==> src/rtl/mem_pkg.sv <==
// Shared types and constants for the memory-access pipeline stage.
package mem_pkg;

  localparam int unsigned XLEN         = 32;
  localparam int unsigned RESULT_SRC_W = 2;
  localparam int unsigned REG_W        = 5;
  localparam int unsigned STRB_W       = 4;

  localparam logic [2:0] F3_B  = 3'b000;
  localparam logic [2:0] F3_H  = 3'b001;
  localparam logic [2:0] F3_W  = 3'b010;
  localparam logic [2:0] F3_BU = 3'b100;
  localparam logic [2:0] F3_HU = 3'b101;

  localparam logic [RESULT_SRC_W-1:0] RES_ALU = 2'b00;
  localparam logic [RESULT_SRC_W-1:0] RES_MEM = 2'b01;
  localparam logic [RESULT_SRC_W-1:0] RES_PC4 = 2'b10;

  typedef enum logic [1:0] {IDLE, REQ, WAIT_RESP} mem_state_t;

  typedef struct packed {
    logic                    reg_write;
    logic [RESULT_SRC_W-1:0] result_src;
    logic                    mem_write;
    logic                    mem_read;
    logic [2:0]              funct3;
    logic [REG_W-1:0]        rd;
    logic [XLEN-1:0]         alu_result;
    logic [XLEN-1:0]         write_data;
    logic [XLEN-1:0]         pc_plus4;
  } em_t;

endpackage

==> src/rtl/mem_access_if.sv <==
// Ready/valid data-memory request/response port.
interface mem_access_if;
  import mem_pkg::*;

  logic                dmem_req_valid;
  logic                dmem_req_ready;
  logic                dmem_req_we;
  logic [XLEN-1:0]     dmem_req_addr;
  logic [XLEN-1:0]     dmem_req_wdata;
  logic [STRB_W-1:0]   dmem_req_wstrb;
  logic                dmem_resp_valid;
  logic [XLEN-1:0]     dmem_resp_rdata;

  modport master (
    output dmem_req_valid, dmem_req_we, dmem_req_addr, dmem_req_wdata, dmem_req_wstrb,
    input  dmem_req_ready, dmem_resp_valid, dmem_resp_rdata
  );

  modport slave (
    input  dmem_req_valid, dmem_req_we, dmem_req_addr, dmem_req_wdata, dmem_req_wstrb,
    output dmem_req_ready, dmem_resp_valid, dmem_resp_rdata
  );

endinterface

==> src/rtl/load_store_align.sv <==
// Store lane replication/strobes, load lane extraction/extension, misalignment detect.
module load_store_align
  import mem_pkg::*;
(
  input  logic [2:0]        funct3,
  input  logic [1:0]        offset,
  input  logic [XLEN-1:0]   store_data,
  input  logic [XLEN-1:0]   rdata,
  output logic [STRB_W-1:0] wstrb,
  output logic [XLEN-1:0]   wdata,
  output logic [XLEN-1:0]   load_data,
  output logic              misaligned
);

  logic [7:0]  byte_lane;
  logic [15:0] half_lane;

  always_comb begin
    case (offset)
      2'd0:    byte_lane = rdata[7:0];
      2'd1:    byte_lane = rdata[15:8];
      2'd2:    byte_lane = rdata[23:16];
      default: byte_lane = rdata[31:24];
    endcase
    half_lane = offset[1] ? rdata[31:16] : rdata[15:0];
  end

  always_comb begin
    wstrb      = 4'b1111;
    wdata      = store_data;
    load_data  = rdata;
    misaligned = 1'b0;
    case (funct3)
      F3_B, F3_BU: begin
        wstrb     = 4'b0001 << offset;
        wdata     = {4{store_data[7:0]}};
        load_data = (funct3 == F3_B) ? {{24{byte_lane[7]}}, byte_lane}
                                     : {24'd0, byte_lane};
      end
      F3_H, F3_HU: begin
        wstrb      = 4'b0011 << offset;
        wdata      = {2{store_data[15:0]}};
        load_data  = (funct3 == F3_H) ? {{16{half_lane[15]}}, half_lane}
                                      : {16'd0, half_lane};
        misaligned = offset[0];
      end
      default: begin
        misaligned = (offset != 2'd0);
      end
    endcase
  end

endmodule

==> src/rtl/mem_access.sv <==
// M stage: E/M register, data-memory handshake FSM, load/store alignment, M/W register.
module mem_access
  import mem_pkg::*;
(
  input  logic                    clk,
  input  logic                    rst,
  input  logic                    reg_write_e,
  input  logic [RESULT_SRC_W-1:0] result_src_e,
  input  logic                    mem_write_e,
  input  logic                    mem_read_e,
  input  logic [2:0]              funct3_e,
  input  logic [REG_W-1:0]        rd_e,
  input  logic [XLEN-1:0]         alu_result_e,
  input  logic [XLEN-1:0]         write_data_e,
  input  logic [XLEN-1:0]         pc_plus4_e,
  input  logic                    stall_ext,
  input  logic                    flush_m,
  mem_access_if.master            dmem,
  output logic [XLEN-1:0]         alu_result_m,
  output logic [REG_W-1:0]        rd_m,
  output logic                    reg_write_m,
  output logic                    stall_m,
  output logic                    misaligned_m,
  output logic                    reg_write_w,
  output logic [RESULT_SRC_W-1:0] result_src_w,
  output logic [REG_W-1:0]        rd_w,
  output logic [XLEN-1:0]         alu_result_w,
  output logic [XLEN-1:0]         read_data_w,
  output logic [XLEN-1:0]         pc_plus4_w
);

  em_t        em_q;
  em_t        em_in;
  mem_state_t state;
  logic       done_q;
  logic       mem_op, mis, pending, req_valid, accept, complete, em_load;
  logic [XLEN-1:0] load_data;

  load_store_align u_align (
    .funct3     (em_q.funct3),
    .offset     (em_q.alu_result[1:0]),
    .store_data (em_q.write_data),
    .rdata      (dmem.dmem_resp_rdata),
    .wstrb      (dmem.dmem_req_wstrb),
    .wdata      (dmem.dmem_req_wdata),
    .load_data  (load_data),
    .misaligned (mis)
  );

  // done_q marks an M instruction already handed to W while E/M is held upstream
  assign mem_op    = em_q.mem_read | em_q.mem_write;
  assign pending   = mem_op && !mis && !done_q;
  assign req_valid = (state == REQ) || (state == IDLE && pending);
  assign accept    = req_valid && dmem.dmem_req_ready;
  assign complete  = (accept && (em_q.mem_write || dmem.dmem_resp_valid)) ||
                     (state == WAIT_RESP && dmem.dmem_resp_valid);
  assign stall_m      = pending && !complete;
  assign misaligned_m = mem_op && mis && !done_q;
  assign em_load      = !stall_m && !stall_ext;

  assign dmem.dmem_req_valid = req_valid;
  assign dmem.dmem_req_we    = em_q.mem_write;
  assign dmem.dmem_req_addr  = {em_q.alu_result[XLEN-1:2], 2'b00};

  assign alu_result_m = em_q.alu_result;
  assign rd_m         = em_q.rd;
  assign reg_write_m  = em_q.reg_write;

  always_comb begin
    em_in = '{reg_write: reg_write_e, result_src: result_src_e, mem_write: mem_write_e,
              mem_read: mem_read_e, funct3: funct3_e, rd: rd_e, alu_result: alu_result_e,
              write_data: write_data_e, pc_plus4: pc_plus4_e};
    if (flush_m) begin
      em_in.reg_write = 1'b0;
      em_in.mem_write = 1'b0;
      em_in.mem_read  = 1'b0;
    end
  end

  always_ff @(posedge clk or posedge rst) begin
    if (rst) begin
      em_q   <= '0;
      done_q <= 1'b0;
    end else if (em_load) begin
      em_q   <= em_in;
      done_q <= 1'b0;
    end else if (!stall_m) begin
      done_q <= 1'b1;
    end
  end

  // Request handshake FSM
  always_ff @(posedge clk or posedge rst) begin
    if (rst) begin
      state <= IDLE;
    end else begin
      case (state)
        IDLE: begin
          if (pending) begin
            if (!dmem.dmem_req_ready)                          state <= REQ;
            else if (em_q.mem_read && !dmem.dmem_resp_valid)   state <= WAIT_RESP;
          end
        end
        REQ: begin
          if (dmem.dmem_req_ready)
            state <= (em_q.mem_read && !dmem.dmem_resp_valid) ? WAIT_RESP : IDLE;
        end
        WAIT_RESP: begin
          if (dmem.dmem_resp_valid) state <= IDLE;
        end
        default: state <= IDLE;
      endcase
    end
  end

  always_ff @(posedge clk or posedge rst) begin
    if (rst) begin
      reg_write_w  <= 1'b0;
      result_src_w <= '0;
      rd_w         <= '0;
      alu_result_w <= '0;
      read_data_w  <= '0;
      pc_plus4_w   <= '0;
    end else if (stall_m || done_q) begin
      reg_write_w  <= 1'b0;
      result_src_w <= '0;
      rd_w         <= '0;
      alu_result_w <= '0;
      read_data_w  <= '0;
      pc_plus4_w   <= '0;
    end else begin
      reg_write_w  <= em_q.reg_write && !(mem_op && mis);
      result_src_w <= em_q.result_src;
      rd_w         <= em_q.rd;
      alu_result_w <= em_q.alu_result;
      read_data_w  <= (em_q.mem_read && !mis) ? load_data : '0;
      pc_plus4_w   <= em_q.pc_plus4;
    end
  end

endmodule

==> src/flat_wrapper.sv <==
// flat-port wrapper written by rule: the top's interface ports become plain ports
module mem_access_flat import mem_pkg::*;
  (clk, rst, reg_write_e, result_src_e, mem_write_e, mem_read_e, funct3_e, rd_e, alu_result_e, write_data_e, pc_plus4_e, stall_ext, flush_m, alu_result_m, rd_m, reg_write_m, stall_m, misaligned_m, reg_write_w, result_src_w, rd_w, alu_result_w, read_data_w, pc_plus4_w, dmem_dmem_req_valid, dmem_dmem_req_we, dmem_dmem_req_addr, dmem_dmem_req_wdata, dmem_dmem_req_wstrb, dmem_dmem_req_ready, dmem_dmem_resp_valid, dmem_dmem_resp_rdata);
  mem_access_if dmem_i ();
  input  logic clk;
  input  logic rst;
  input  logic reg_write_e;
  input  logic [RESULT_SRC_W-1:0] result_src_e;
  input  logic mem_write_e;
  input  logic mem_read_e;
  input  logic [2:0] funct3_e;
  input  logic [REG_W-1:0] rd_e;
  input  logic [XLEN-1:0] alu_result_e;
  input  logic [XLEN-1:0] write_data_e;
  input  logic [XLEN-1:0] pc_plus4_e;
  input  logic stall_ext;
  input  logic flush_m;
  output logic [XLEN-1:0] alu_result_m;
  output logic [REG_W-1:0] rd_m;
  output logic reg_write_m;
  output logic stall_m;
  output logic misaligned_m;
  output logic reg_write_w;
  output logic [RESULT_SRC_W-1:0] result_src_w;
  output logic [REG_W-1:0] rd_w;
  output logic [XLEN-1:0] alu_result_w;
  output logic [XLEN-1:0] read_data_w;
  output logic [XLEN-1:0] pc_plus4_w;
  output wire logic [$bits(dmem_i.dmem_req_valid)-1:0] dmem_dmem_req_valid;
  output wire logic [$bits(dmem_i.dmem_req_we)-1:0] dmem_dmem_req_we;
  output wire logic [$bits(dmem_i.dmem_req_addr)-1:0] dmem_dmem_req_addr;
  output wire logic [$bits(dmem_i.dmem_req_wdata)-1:0] dmem_dmem_req_wdata;
  output wire logic [$bits(dmem_i.dmem_req_wstrb)-1:0] dmem_dmem_req_wstrb;
  input wire logic [$bits(dmem_i.dmem_req_ready)-1:0] dmem_dmem_req_ready;
  input wire logic [$bits(dmem_i.dmem_resp_valid)-1:0] dmem_dmem_resp_valid;
  input wire logic [$bits(dmem_i.dmem_resp_rdata)-1:0] dmem_dmem_resp_rdata;
  assign dmem_dmem_req_valid = dmem_i.dmem_req_valid;
  assign dmem_dmem_req_we = dmem_i.dmem_req_we;
  assign dmem_dmem_req_addr = dmem_i.dmem_req_addr;
  assign dmem_dmem_req_wdata = dmem_i.dmem_req_wdata;
  assign dmem_dmem_req_wstrb = dmem_i.dmem_req_wstrb;
  assign dmem_i.dmem_req_ready = dmem_dmem_req_ready;
  assign dmem_i.dmem_resp_valid = dmem_dmem_resp_valid;
  assign dmem_i.dmem_resp_rdata = dmem_dmem_resp_rdata;
  mem_access u_core (.clk(clk), .rst(rst), .reg_write_e(reg_write_e), .result_src_e(result_src_e), .mem_write_e(mem_write_e), .mem_read_e(mem_read_e), .funct3_e(funct3_e), .rd_e(rd_e), .alu_result_e(alu_result_e), .write_data_e(write_data_e), .pc_plus4_e(pc_plus4_e), .stall_ext(stall_ext), .flush_m(flush_m), .dmem(dmem_i), .alu_result_m(alu_result_m), .rd_m(rd_m), .reg_write_m(reg_write_m), .stall_m(stall_m), .misaligned_m(misaligned_m), .reg_write_w(reg_write_w), .result_src_w(result_src_w), .rd_w(rd_w), .alu_result_w(alu_result_w), .read_data_w(read_data_w), .pc_plus4_w(pc_plus4_w));
endmodule
==> config.mk <==
export PLATFORM = sky130hd
export DESIGN_NAME = mem_access_flat
export DESIGN_NICKNAME = d
export VERILOG_FILES = /design/src/rtl/mem_pkg.sv /design/src/rtl/mem_access_if.sv /design/src/rtl/load_store_align.sv /design/src/rtl/mem_access.sv /design/src/flat_wrapper.sv
export SDC_FILE = /design/constraint.sdc
export NUM_CORES = 1
export LEC_CHECK = 0
export ABC_AREA = 0
export CAP_MARGIN = 25
export CORE_MARGIN = 3
export CORE_UTILIZATION = 40
export DETAILED_ROUTE_END_ITERATION = 12
export MAX_ROUTING_LAYER = met4
export PLACE_DENSITY = 0.74
export SLEW_MARGIN = 15
export SYNTH_ARGS = -nofsm -noshare
export SYNTH_HDL_FRONTEND = slang
export SYNTH_SLANG_ARGS = --single-unit
==> constraint.sdc <==
create_clock -name clk -period 8.87 [get_ports clk]
set_input_delay 1.3305 -clock clk [delete_from_list [all_inputs] [get_ports clk]]
set_output_delay 1.3305 -clock clk [all_outputs]
set_load 0.1 [all_outputs]
Word-level counts from Yosys, hierarchy flattened
Cells that the tools add are included.
- flip-flop bits (word level): 216
- input bits: 147
- bitwise operators: 1
- shift-type cells: 2
- reductions and logical operators: 31
- equality and inequality tests: 12
- muxes and demuxes: 26
- operators with widths (kind ; number):
    $mux W32 ; 6
    $pmux W32 S2 ; 2
    $pmux W8 S3 ; 1
    $mux W16 ; 1
    $mux W2 ; 8
    $logic_and A1 B1 Y1 ; 13
    $pmux W4 S2 ; 1
    $logic_not A1 Y1 ; 7
    $eq A3 B3 Y1 const B ; 2
    $ne A2 B2 Y1 const B ; 3
    $pmux W2 S3 ; 1
    $mux W5 ; 1
    $eq A2 B1 Y1 const B ; 2
    $eq A2 B2 Y1 const B ; 2
    $logic_not A2 Y1 ; 2
    $logic_or A1 B1 Y1 ; 4
    $mux W1 ; 4
    $reduce_and A4 Y1 ; 1
    $reduce_or A2 Y1 ; 2
    $shl A1 B2 Y4 const A ; 1
    $shl A2 B2 Y4 const A ; 1
    $eq A3 B1 Y1 const B ; 1
    $logic_not A3 Y1 ; 1
    $ne A3 B3 Y1 const B ; 1
    other kinds (4) ; 4

Depth between registers and ports, before layout
- depth in word-level cells: 16
- mapped depth: 8

Hierarchy
From an unflattened synthesis, not the netlist that was laid out.
- cell total of the unflattened synthesis: 731
- area, all modules: 9436.6 um^2
- by module, submodules not included (module ; instances ; area each (um^2) ; cells each):
    mem_access ; 1 ; 8085.3 ; 548
    load_store_align ; 1 ; 1351.3 ; 183

Worst setup path before layout
No wires, ideal clock.
- kind: register to output
- start point: register u_core.em_q[101] in the netlist's numbering
- end point: output dmem_dmem_req_wdata[30]
- path buffers: 2
- slack: 4.428 ns
- cell stages (with the launch flop): 5
- arrival: 3.112 ns
- required time: 7.539 ns
- cell sequence: dfrtp_1 clkbuf_1 clkbuf_1 mux2i_1 o21ai_0
- longest elaborated chain between the ends: 3
- elaborated cells between the ends (all ways): 7
- RTL lines (item ; line ; RTL):
    start, declared ; mem_access.sv:32 ; em_t em_q;
    start signal, assigned ; mem_access.sv:85 ; em_q <= em_in;
    $eq A3 B1 Y1, or another cell as far along ; load_store_align.sv:33 ; case (funct3)
    $reduce_or A2 Y1 ; load_store_align.sv:33 ;
    $pmux W32 S2 * ; load_store_align.sv:33 ;
    end, declared ; flat_wrapper.sv:32 ; output wire logic [$bits(dmem_i.dmem_req_wdata)-1:0] dmem_dmem_req_wdata;
Mark *: on every way between the ends. The rest lies on a longest branch, timed or not.

Final worst setup path
- start point: input dmem_dmem_resp_valid
- end point: output stall_m
- longest elaborated chain between the ends: 5
- elaborated cells between the ends (all ways): 6
- RTL lines (item ; line ; RTL):
    start, declared ; flat_wrapper.sv:35 ; input wire logic [$bits(dmem_i.dmem_resp_valid)-1:0] dmem_dmem_resp_valid;
    $logic_or A1 B1 Y1 ; mem_access.sv:55 ; assign complete = (accept && (em_q.mem_write || dmem.dmem_resp_valid)) ||
    $logic_and A1 B1 Y1 ; mem_access.sv:55 ;
    $logic_or A1 B1 Y1 * ; mem_access.sv:55 ;
    $logic_not A1 Y1 * ; mem_access.sv:57 ; assign stall_m = pending && !complete;
    $logic_and A1 B1 Y1 * ; mem_access.sv:57 ;
    end, declared ; flat_wrapper.sv:21 ; output logic stall_m;
Marks and branches as above.

==> reports/qor.csv <==
stage,metric,value,unit
worst_setup_path,critical path's slowest cell,clkdlybuf4s50_1,
power_and_ir_drop,Flop pwr share,29.8,%
power_and_ir_drop,peak supply drop,0.0002037,V
place,Setup WS pre-CTS,3.806,ns
power_and_ir_drop,sw frac,45.53,%
die,row count,54,
clocking,cts repair resizes,0,
synthesis,Post-Synth XOR/XNOR Area,0,%
synthesis,Post-Synthesis Cells,738,
detailed_routing,DRC errors left,0,
run_status,status,finished clean,
clocking,clock-pin slew on the worst setup and hold paths,0.06,ns
power_and_ir_drop,Tot Pwr,4.031,mW
clocking,clk root buf,clkbuf_16,
worst_setup_path,cells along the critical path,clkdlybuf4s50_1 -> nor2_1 -> a2bb2oi_2 -> nand2_1 -> nor2_1 -> clkdlybuf4s50_1,
detailed_routing,DR iter-0 viols,314,
final_layout,fraction of layout cells with a size suffix above 1,16.55,%
timing,Worst Tran Pin Value,1.066,ns
final_layout,FF/Latch Area,5406,sq um
clocking,"Hold-fix buffers, CTS",0,
place,IO Port Bufs,358,
global_route,antenna violations before repair,1,
synthesis,post-synth cell types,37,
final_layout,area grow syn2layout,44.60,%
power_and_ir_drop,Internal,2.195,mW
final_layout,fin area,13330,sq um
timing,Final Skew,0.02605,ns
timing,final setup fails,0,
global_route,vias in the first global route,6415,
final_layout,fill cell count,1764,
timing,setup TNS,0,ns
synthesis,largest family of logic cells by synthesized area,multiplexers,
timing,period utilisation layout,56.65,%
power_and_ir_drop,pwr dens,302.4,nW/um^2
detailed_routing,antenna-violating nets left,0,
worst_setup_path,worst setup path class,in2out,
synthesis,adder-cell share of the synthesized area,0,%
synthesis,multiplexer share of the synthesized area,16.40,%
detailed_routing,via count,6357,
job,MaxCap Viol Count,0,
global_route,global route total overflow,0,
detailed_routing,DRT Wirelength,23650,um
synthesis,Post-synth EDFFs,0,
min_path,type of the worst min-delay path,reg2reg,
global_route,global-route wire length before repair,35870,um
worst_setup_path,"Max FO, Critical Path",4,
worst_setup_path,"Req. time, crit path",7.54,ns
synthesis,sequential area share after synthesis,58.63,%
power_and_ir_drop,clock power share,25.3,%
global_route,GRT Util Overall,18.79,%
power_and_ir_drop,leak pwr,5.728,nW
synthesis,synthesized area per cell,12.49,sq um
die,core box area,22230,sq um
timing,Slew HR,28.74,%
timing,Final Slew Violations,0,
die,die area,24900,sq um
clocking,clk sink count,216,
clocking,maximum clock path buffer count,3,
worst_setup_path,Critical Path Start Type,primary input,
synthesis,Synth Cell Area,9219,sq um
timing,maximum clock frequency,199.0,MHz
global_route,met1 Track Usage GR,22.25,%
synthesis,Synth Area in Simple Gates,10.88,%
detailed_routing,Detailed Routing Iterations Pass 1,4,
power_and_ir_drop,switching pwr,1.835,mW
place,GPL Wtd Cong,0.8300,
power_and_ir_drop,Combinational Power Share,44.9,%
clocking,clock latency on the worst-skew pair,0.52,ns
clocking,H-tree Lvls,1,
clocking,CTS tree,done,
worst_setup_path,Slowest Stage Delay on Critical Path,1.19,ns
clocking,Setup Buffers After CTS,0,
place,dpl cell area,12440,sq um
place,DP HPWL,16510,um
synthesis,#FFs+latches synth,216,
worst_setup_path,"Arr. time, crit path",3.69,ns
timing,RSZ-0062 raised after global routing,false,
timing,Tmin final,5.025,ns
detailed_routing,WL per Instance,18.00,um
synthesis,compound-cell area share of the yosys netlist,4.710,%
clocking,cts bufs inserted,25,
synthesis,"Async S/R FF share, synth",100.0,%
die,Die H,157.8,um
global_route,largest net degree at the start of global routing,145,
worst_setup_path,Crit. End Element,output pin,
synthesis,synth warn,0,
synthesis,Main synth FF type,dfrtp_1,
global_route,gr busiest metal,met2,
die,Die W,157.8,um
detailed_routing,Via density,4.838,
global_route,met3 usage,5.495,%
timing,Final Worst Setup Slack,3.845,ns
worst_setup_path,"delay-heaviest family, CP",buffers and inverters,
die,io pins,361,
final_layout,Multi-input gate area,2980,sq um
global_route,met2 Track Usage GR,30.96,%
final_layout,Final nets,1161,
timing,WHS,0.4676,ns
timing,Final Hold Violating Endpoints,0,
die,Starting Density,41.47,%
worst_setup_path,Buf/Inv on CP,2,
==> worst register-to-register path, delay by kind of cell, from the launching register on <==
| family | cells | cell delay, ns |
|---|---|---|
| AND/OR/NAND/NOR | 1 | 0.32 |
| multiplexers | 1 | 0.42 |
| flip-flops | 1 | 0.82 |
| buffers and inverters | 3 | 1.13 |
| AO/OA/AOI/OAI | 2 | 0.40 |
==> state kept, by name, summed over array words and instances (netlist names) <==
name                     flops
u_core.state                 2
u_core.alu_result_w         32
u_core.done_q                1
u_core.dmem.dmem_req_we      1
u_core.result_src_w          2
u_core.reg_write_w           1
u_core.rd_w                  5
u_core.em_q                 70
u_core.pc_plus4_w           32
u_core.read_data_w          32
u_core.rd_m                  5
u_core.alu_result_m         32
u_core.reg_write_m           1
==> worst paths after layout <==
check	start	to	slack, ns	depth (start not counted)
setup / recovery	dmem_dmem_resp_valid	stall_m	3.85	6
hold reg to reg	u_core.em_q[6]$_DFFE_PP0P_	u_core.pc_plus4_w[6]$_DFF_PP0_	0.47	1
max in group asynchronous	rst	u_core.pc_plus4_w[30]$_DFF_PP0_	5.85	4
hold / removal	u_core.em_q[6]$_DFFE_PP0P_	u_core.pc_plus4_w[6]$_DFF_PP0_	0.47	1
setup reg to reg	u_core.alu_result_m[0]$_DFFE_PP0P_	u_core.em_q[106]$_DFFE_PP0P_	5.67	7
min in group asynchronous	rst	u_core.alu_result_w[26]$_DFF_PP0_	1.24	2
==> power groups by stage <==
stage	combinational (mW)	sequential, mW	clock (mW)
final	1.81	1.20	1.02
after global routing	1.87	1.22	1.09
after CTS	1.82	1.20	1.05
after detailed placement	1.82	1.22	0
after global placement	1.81	1.21	0
after floorplan	1.05	1.61	0
==> per-stage QoR <==
step / cells / util (%)
6_report: 1314 / 59.97
5_1_grt: 1314 / 59.97
4_1_cts: 1311 / 59.71
3_5_place_dp: 1265 / 55.97
3_3_place_gp: 1265 / 55.97
2_1_floorplan: 739 / -
==> cells by family after synthesis <==
group                  after synthesis
AO/OA/AOI/OAI                       61
other                                1
flip-flops                         216
AND/OR/NAND/NOR                    190
buffers and inverters              134
multiplexers                       136
==> synthesized netlist by cell type (all sizes together), types with 7 or more instances <==
library cell	instances	area [sq um]
nor3	18	90.09
and2	72	450.4
buf	98	725.7
o21ai	18	90.08
nor2b	26	162.7
clkbuf	22	82.58
a221oi	8	70.07
mux2	120	1351
inv	14	52.55
nand2	49	183.9
o22ai	8	50.05
nor2	17	63.81
mux2i	16	160.2
a211oi	7	52.55
dfrtp	216	5405
a2111oi	7	63.81
==> layout by cell type, fill, tap and decap left out, types with 13 or more instances in the layout <==
master           instances
nor2b_1                 26
dfrtp_1                215
clkdlybuf4s50_1        358
o21ai_0                 17
mux2_2                 111
nor2_1                  17
and2_1                  72
nor3_1                  18
inv_1                   13
mux2i_1                 16
nand2_1                 49
clkbuf_16               25
==> area by class of cell <==
cell class | instances | area share [%]
multi-input cells | 389 | 22.36
repair buffers | 368 | 27.75
flip-flops and latches | 216 | 40.56
well taps | 280 | 2.628
clock inverters | 11 | 0.8166
inverters | 14 | 0.4505
diodes | 1 | 0.01877
clock buffers | 35 | 5.425
==> metal layers <==
metal | share of wire, % | vias up
met2 | 50 | 236
li1 | - | 2961
met5 | 0 | -
met3 | 7.7 | 52
met1 | 39 | 3108
met4 | 3.4 | 0
Power figures use the tool's default switching activity.
==> edit: new RTL, same settings <==
Reset style: synchronous (`rst`), changed in 3 clocked blocks.
--- a/src/rtl/mem_access.sv
+++ b/src/rtl/mem_access.sv
@@ -77,7 +77,7 @@
     end
   end
 
-  always_ff @(posedge clk or posedge rst) begin
+  always_ff @(posedge clk) begin
     if (rst) begin
       em_q   <= '0;
       done_q <= 1'b0;
@@ -90,7 +90,7 @@
   end
 
   // Request handshake FSM
-  always_ff @(posedge clk or posedge rst) begin
+  always_ff @(posedge clk) begin
     if (rst) begin
       state <= IDLE;
     end else begin
@@ -113,7 +113,7 @@
     end
   end
 
-  always_ff @(posedge clk or posedge rst) begin
+  always_ff @(posedge clk) begin
     if (rst) begin
       reg_write_w  <= 1'b0;
       result_src_w <= '0;
Check against the original RTL: differs if rst is asserted again (counterexample within 4 cycles, from zero or initial values and one cycle with rst high); with rst held inactive, the same outputs for 4 cycles.
==> edit against the original RTL <==
Sequential cell count unchanged; worst setup slack improved by 22 ps; total power decreased by 23%; synthesized area increased by 21%; synthesized cell count increased by 62%; design area increased by 11%; wire length increased by 42%; global-route usage increased by 2.9 points; final cell count increased by 36%; hold slack got worse by 22 ps; critical path type unchanged; largest cell class is now multi-input gates.
==> edit: results <==
final_layout:
  layout-drive-gt1-share_pct: 13.4
  largest_reg_flops: 70
  fillers: 2452
  final_nets: 1537
setup_path:
  reg2reg_from: "u_core.alu_result_m[1]"
  arrival_ps: 3670
  rr_worst_depth: 6
  cp_max_fo: 9
  r2r_slack_ps: 5380
  timing.rr.end: "u_core.em_q[102]"
power_and_ir_drop:
  vdd.ir_drop.worst_uv: 119
  p_leak_nw: 5.21
yosys:
  synth_mux_area_share_pct: 3.38
  synth_seq_area_share_pct: 38.9
  synth_cell_types: 48
  synth-compound-area-share_pct: 21.0
  async_flop_share_pct: 0
  ys_top_cells_by_area: "dfxtp_1, a2bb2oi_1, or3b_2, o211ai_1, buf_4"
  yosys-top-cells-count: "dfxtp_1, nor2b_1, a2bb2oi_1, nand3_1, or3b_2"
sta:
  fin_skew_ps: 11.5
  maxSlewHeadroom_pct: 27.3
route:
  vias: 9504
  drt_wl_total_um: 33500
  drt_iter0_drc: 648
  first_pass_iters: 6
placed_design:
  place.gp.congestion: 0.837
  dp_hpwl_um: 21800
grt:
  grt_pass1_vias: 9162
  grtUsageMet3_pct: 5.53
  antenna_found_initial: 3
  use_met1_pct: 26.8
  grt_max_degree: 209
  track_usage_pct: 21.7
  grt_use_met2_pct: 36.4
  grt_pass1_wl_um: 52100
run_status:
  status: "finished, final reports clean"
edit: cell families after synthesis:
group,Yosys count
compound gates,294
flops,216
buf+inv,199
other cells,1
mux,34
simple gates,449
edit: worst min-delay path by stage:
stage / start / end / slack [ps] / cells after the start
after floorplan: u_core.em_q[0] / u_core.pc_plus4_w[0] / 420 / 1
after global placement: u_core.em_q[16] / u_core.pc_plus4_w[16] / 430 / 1
after detailed placement: u_core.em_q[4] / u_core.pc_plus4_w[4] / 430 / 1
after CTS: u_core.em_q[5] / u_core.pc_plus4_w[5] / 450 / 1
after global routing: u_core.em_q[4] / u_core.pc_plus4_w[4] / 470 / 1
final: u_core.em_q[12] / u_core.pc_plus4_w[12] / 450 / 1
edit: area by class of cell:
| type | instances | share of cell area, % |
|---|---|---|
| multi-input cells | 779 | 37.5 |
| inverters | 3 | 0.0758 |
| flip-flops and latches | 216 | 29.1 |
| clock buffers | 36 | 4.89 |
| clock inverters | 8 | 0.648 |
| repair buffers | 365 | 24.6 |
| well taps | 372 | 3.13 |
| diodes | 3 | 0.0505 |
edit: metrics by stage:
| stage | instance area (sq um) | instances | worst slack [ps] | total power, mW |
|---|---|---|---|---|
| finish | 14900 | 1782 | 3870 | 3.12 |
| global route | 14900 | 1782 | 3730 | 3.23 |
| CTS | 14900 | 1779 | 3850 | 3.15 |
| detailed placement | 14000 | 1735 | 3860 | 2.10 |
| global placement | 14000 | 1735 | 3870 | 2.10 |
| floorplan | 11100 | 1194 | 4270 | 1.90 |
edit: layer usage:
metal / vias up / routed length, um
met5: - / 0
met4: 0 / 559
met3: 39 / 2310
met2: 296 / 16100
met1: 4533 / 14600
li1: 4636 / -
edit: worst max-delay path, cell delays in order:
cell             delay, ps
clkdlybuf4s50_1        520
o21ai_2                250
o2bb2ai_2              190
nor2_1                 180
clkdlybuf4s50_1       1180
edit: power breakdown:
group          total (mW)  leakage (nW)  internal (mW)  switching (mW)
logic                1.00          3.03          0.293           0.711
registers            1.08          1.77           1.03          0.0449
clock network        1.03         0.405          0.625           0.408
total                3.12          5.21           1.95            1.16
